--- config.mk ---
export PLATFORM = sky130hd
export DESIGN_NAME = if_prefetch
export DESIGN_NICKNAME = d
export VERILOG_FILES = /design/src/rtl/if_prefetch.sv
export SDC_FILE = /design/constraint.sdc
export NUM_CORES = 1
export LEC_CHECK = 0
export ABC_AREA = 1
export CELL_PAD_IN_SITES_DETAIL_PLACEMENT = 1
export CELL_PAD_IN_SITES_GLOBAL_PLACEMENT = 1
export CORE_MARGIN = 2
export CORE_UTILIZATION = 38
export DETAILED_ROUTE_END_ITERATION = 16
export PLACE_DENSITY = 0.75
export SYNTH_ARGS = -nofsm -noshare
export SYNTH_HDL_FRONTEND = slang
export SYNTH_SLANG_ARGS = --single-unit
--- constraint.sdc ---
create_clock -name clk -period 5.7 [get_ports clk]
set_input_delay 1.14 -clock clk [delete_from_list [all_inputs] [get_ports clk]]
set_output_delay 1.14 -clock clk [all_outputs]
set_load 0.03 [all_outputs]
--- src/rtl/if_prefetch.sv ---
// if_prefetch: decoupled instruction fetch with a req/ack memory port and a prefetch queue toward IF_ID.
// Branches flush the queue; a request already in flight is completed and its data dropped.
module if_prefetch #(
    parameter int ADDR_WIDTH = 32,
    parameter int DATA_WIDTH = 32,
    parameter logic [ADDR_WIDTH-1:0] RESET_PC = '0,
    parameter int QUEUE_DEPTH = 4
) (
    input  logic                  clk,
    input  logic                  rst,
    input  logic                  is_branch,
    input  logic [ADDR_WIDTH-1:0] branch_address,
    output logic                  mem_req,
    output logic [ADDR_WIDTH-1:0] mem_addr,
    input  logic                  mem_ack,
    input  logic [DATA_WIDTH-1:0] mem_rdata,
    output logic                  out_valid,
    input  logic                  out_ready,
    output logic [ADDR_WIDTH-1:0] out_pc,
    output logic [ADDR_WIDTH-1:0] out_pc_plus4,
    output logic [DATA_WIDTH-1:0] out_inst
);
    localparam int PW = $clog2(QUEUE_DEPTH);
    localparam int CW = PW + 1;
    localparam logic [CW-1:0] FULL = CW'(QUEUE_DEPTH);

    typedef enum logic [1:0] {IDLE, REQ, DISCARD} state_t;

    state_t                state, state_nxt;
    logic [ADDR_WIDTH-1:0] fetch_pc, stale_pc;
    logic [CW-1:0]         count, next_count;
    logic [PW-1:0]         head, tail;
    logic [ADDR_WIDTH-1:0] pc_q [QUEUE_DEPTH];
    logic [DATA_WIDTH-1:0] inst_q [QUEUE_DEPTH];
    logic                  push, pop;

    assign push       = state == REQ && mem_ack && !is_branch;
    assign pop        = out_valid && out_ready && !is_branch;
    assign next_count = count + CW'(push) - CW'(pop);

    always_ff @(posedge clk or negedge rst) begin
        if (!rst)
            state <= IDLE;
        else
            state <= state_nxt;
    end

    // A request is only issued or kept while a queue slot is free, so an ack can never overflow.
    always_comb begin
        state_nxt = state == IDLE ? ((is_branch || next_count < FULL) ? REQ : IDLE)
                  : state == REQ  ? (is_branch ? (mem_ack ? REQ : DISCARD)
                                               : ((mem_ack && next_count >= FULL) ? IDLE : REQ))
                  : (mem_ack ? REQ : DISCARD);
    end

    always_comb begin
        mem_req  = state != IDLE;
        mem_addr = state == DISCARD ? stale_pc : fetch_pc;
    end

    always_ff @(posedge clk or negedge rst) begin
        if (!rst) begin
            fetch_pc <= RESET_PC;
            stale_pc <= RESET_PC;
            count    <= '0;
            head     <= '0;
            tail     <= '0;
        end else if (is_branch) begin
            count    <= '0;
            head     <= tail;
            fetch_pc <= branch_address & ~ADDR_WIDTH'(3);
            // The in-flight address must stay on the bus until its ack, even though fetch_pc moves on.
            if (state == REQ && !mem_ack)
                stale_pc <= fetch_pc;
        end else begin
            count <= next_count;
            head  <= head + PW'(pop);
            tail  <= tail + PW'(push);
            if (push)
                fetch_pc <= fetch_pc + ADDR_WIDTH'(4);
        end
    end

    always_ff @(posedge clk) begin
        if (push) begin
            pc_q[tail]   <= fetch_pc;
            inst_q[tail] <= mem_rdata;
        end
    end

    assign out_valid    = count != '0;
    assign out_pc       = pc_q[head];
    assign out_inst     = inst_q[head];
    assign out_pc_plus4 = out_pc + ADDR_WIDTH'(4);
endmodule
==> metrics.md <==
| Metric | Value |
|---|---|
| Drt total wl | 43.90 mm |
| Fin cells | 2272 |
| Clock-pin slew on the worst setup and hold paths | 60 ps |
| HP Class | flop to flop |
| Area leader, netlist | edfxtp_1 |
| Fin. Hold Viols | 0 |
| Reg2reg path depth | 12 |
| Top-level I/O count | 199 |
| Post-synthesis sequential area ratio | 62.13% |
| Drt pass-1 iters | 5 |
| # H-tree levels | 2 |
| Cts repair resizes | 0 |
| Top-count cell post-synth | nand2_1 |
| Status | complete, no violations |
| Worst-skew pair later-pin latency | 520 ps |
| Top FF cell, synth | edfxtp_1 |
| Average size of a mapped cell | 9.508 sq um |
| Area grow syn2layout | 23.93% |
| Critical path class | flop to primary output |
| Gr ovfl total | 0 |
| Net Sw Frac | 42.96% |
| GP Congestion | 0.8852 |
| Die height | 201.1 microns |
| IO buf count | 190 |
| Post-DP HPWL | 29.23 mm |
| Wirelength per Cell | 19.32 microns |
| Compound-Gate Fraction of Synth Area | 7.829% |
| Placed cell count | 2210 |
| Leakage | 7.204 nW |
| WP data required | 4560 ps |
| Mapped Cells | 1553 |
| Hold path depth | 2 |
| CTS Buf Count | 36 |
| Vias per cell | 5.163 |
| P_int | 5.795 mW |
| Worst hold margin | 491.8 ps |
| Via count | 11730 |
| Die X | 201.1 microns |
| Critical path capture point type | primary output |
| Iter 0 DRT Violations | 736 |
| Fraction of power consumed by sequential logic | 30.6% |
| Pins Over Slew Limit | 0 |
| DRC | 0 |
| R2R Path End | state[0]$_DFF_PN0_ |
| Least-Margin Pin Slew | 1059 ps |
| GRT Total Usage | 21.76% |
| Rel. slew slack | 29.39% |
| CTS root buf | clkbuf_16 |
| Hold EP | stale_pc[15]$_DFFE_PN0P_ |
| Inserted Diodes | 0 |
| Max_cap viols | 0 |
| Final period utilization | 94.82% |
| Fillers | 4384 |
| Synth warn | 0 |
| Clock tree sinks | 317 |
| Multi-input logic area | 0.004873 sq mm |
| Hold-fix buffers, CTS | 0 |
| Post-Syn Area | 0.01477 sq mm |
| RSZ-0062 raised after global routing | false |
| Highest clock rate | 0.1850 GHz |
| Worst-case clock buffer depth | 3 |
| Most area-consuming cells after synthesis | edfxtp_1 (50%), nand2_1 (12%), dfrtp_1 (12%) |
| Final net count | 1804 |
| Post-synthesis mux area share | 0% |
| Worst-case clock skew | 19.31 ps |
| Dpl cell area | 0.01713 sq mm |
| Crit Reg-Reg Startpoint | state[0]$_DFF_PN0_ |
| Top cells by count, synth | nand2_1 (465), edfxtp_1 (248), nor2_1 (189) |
| Core ar. | 0.03847 sq mm |
| Setup violations, final | 0 |
| Simple-Gate Fraction of Synth Area | 22.56% |
| Initial cell density of the core | 38.39% |
| Flops & latches, synth | 317 |
| Pin count of the biggest net entering global routing | 128 |
| FP Rows | 72 |
| Initial antenna violation count | 0 |
| Final instance area | 0.01830 sq mm |
| Startpoint Class | flop |
| Global-route wire length before repair | 69.18 mm |
| XOR/XNOR share of the synthesized area | 1.839% |
| HP Start | stale_pc[15]$_DFFE_PN0P_ |
| CTS tree | done |
| Largest family of logic cells by synthesized area | simple AND/OR/NAND/NOR gates |
| CP Data Arrival Time | 4260 ps |
| Storage element area | 0.009179 sq mm |
| EDFF count, synth | 248 |
| Adder-cell share of the synthesized area | 0.4745% |
| Combinational power share | 46.6% |
| Netlist cell types | 40 |
| Max FO, Critical Path | 102 |
| Worst VDD drop | 231.2 uV |
| Share of layout cells above drive strength 1 | 6.043% |
| Die area | 0.04045 sq mm |
| Number of global-route vias before repair | 12370 |
| Area share of the largest cell type after synthesis | 50.43% |
| Postcts setup bufs | 0 |
| Sw Pwr | 4.364 mW |
| Post-DRT Antenna Nets | 0 |
| PwrDens | 555.1 mW/mm^2 |
| Async SR Flop Fraction | 21.77% |
| Post-route minimum period | 5405 ps |
| R2R Setup Slk | 2670 ps |
| Clk pwr share | 22.7% |
==> state kept, by name (all words and copies together) (netlist names) <==
signal    count
count         3
fetch_pc     30
head          2
inst_q      128
pc_q        120
stale_pc     30
state         2
tail          2
==> critical path, stage by stage, from the launching register on <==
cell and delay (ps):
dfrtp_4 710, buf_4 900, nand2_1 170, nand2_1 130, nand2_1 70, nand2_2 160, nand2_1 130, inv_1 110
nand2_1 80, nor2_1 210, nand2_1 100, xor2_1 240, clkdlybuf4s50_1 730
==> layer usage <==
layer | vias up | GRT usage, % | wire length [microns]
li1 | 5561 | - | -
met1 | 5861 | 30.26 | 20480
met2 | 247 | 36.04 | 20860
met3 | 61 | 2.689 | 1642
met4 | 0 | 5.979 | 910
met5 | - | 0 | 0
==> cell families after synthesis <==
kind of cell,Yosys count
AND/OR/NAND/NOR,815
flip-flops,317
AO/OA/AOI/OAI,212
buffers and inverters,172
XOR/XNOR,31
adder cells (fa/ha/maj),5
other,1
==> cell usage in the layout, fill, tap and decap left out, types with 2 or more instances in the layout <==
cell type        instances
nor2_2                  12
buf_12                   2
nor3_2                   4
clkinv_2                 7
o21ai_0                118
edfxtp_1               248
nand3_1                 98
clkdlybuf4s50_1        189
inv_2                    2
clkinv_1                 5
inv_1                   95
nand4_1                 13
xor2_1                  29
nand2_1                464
clkbuf_1                 7
conb_1                   6
o21bai_1                 6
xnor2_1                  2
ha_1                     4
nor3_1                  13
nor2_1                 189
a21oi_1                 41
and2_1                   2
nor4_1                   3
o221ai_1                 2
buf_4                   16
o22ai_1                 32
nand2_2                 13
dfrtp_1                 67
o211ai_1                 7
bufinv_16                4
clkbuf_16               38
==> worst max path at each step <==
stage | startpoint | end | cells past startpoint
2_1_floorplan | is_branch | inst_q[1][0]$_DFFE_PP_ | 5
3_3_place_gp | head[0]$_DFF_PN0_ | out_pc_plus4[16] | 12
3_5_place_dp | head[0]$_DFF_PN0_ | out_pc_plus4[12] | 13
4_1_cts | head[0]$_DFF_PN0_ | out_pc_plus4[16] | 12
5_1_grt | head[0]$_DFF_PN0_ | out_pc_plus4[16] | 12
6_report | head[0]$_DFF_PN0_ | out_pc_plus4[16] | 12
==> layout make-up <==
| type | count | area share, % |
|---|---|---|
| clock inverter | 17 | 1.039 |
| sequential | 317 | 50.16 |
| multi-input combinational | 1069 | 26.63 |
| timing repair buffer | 208 | 11.24 |
| inverter | 98 | 2.051 |
| clock buffer | 45 | 5.340 |
| tap | 518 | 3.542 |
==> stage by stage <==
| stage | setup TNS, ps | power, mW | utilization, % | worst slack, ps |
|---|---|---|---|---|
| detailed placement | 0 | 7.922 | 44.54 | 824.4 |
| CTS | 0 | 10.26 | 47.57 | 233.5 |
| global placement | 0 | 7.803 | 44.54 | 936.6 |
| global route | 0 | 10.72 | 47.57 | 8.265 |
| finish | 0 | 10.16 | 47.57 | 295.5 |
| floorplan | -229670 | 6.017 | - | -926.1 |
==> power groups by stage <==
stage / combinational [mW] / sequential [mW] / clock, mW
after detailed placement: 4.77 / 3.15 / 0
after CTS: 4.80 / 3.11 / 2.35
after floorplan: 3.00 / 3.02 / 0
final: 4.74 / 3.11 / 2.31
after global placement: 4.68 / 3.13 / 0
after global routing: 5.14 / 3.15 / 2.43
Power figures use the tool's default switching activity.
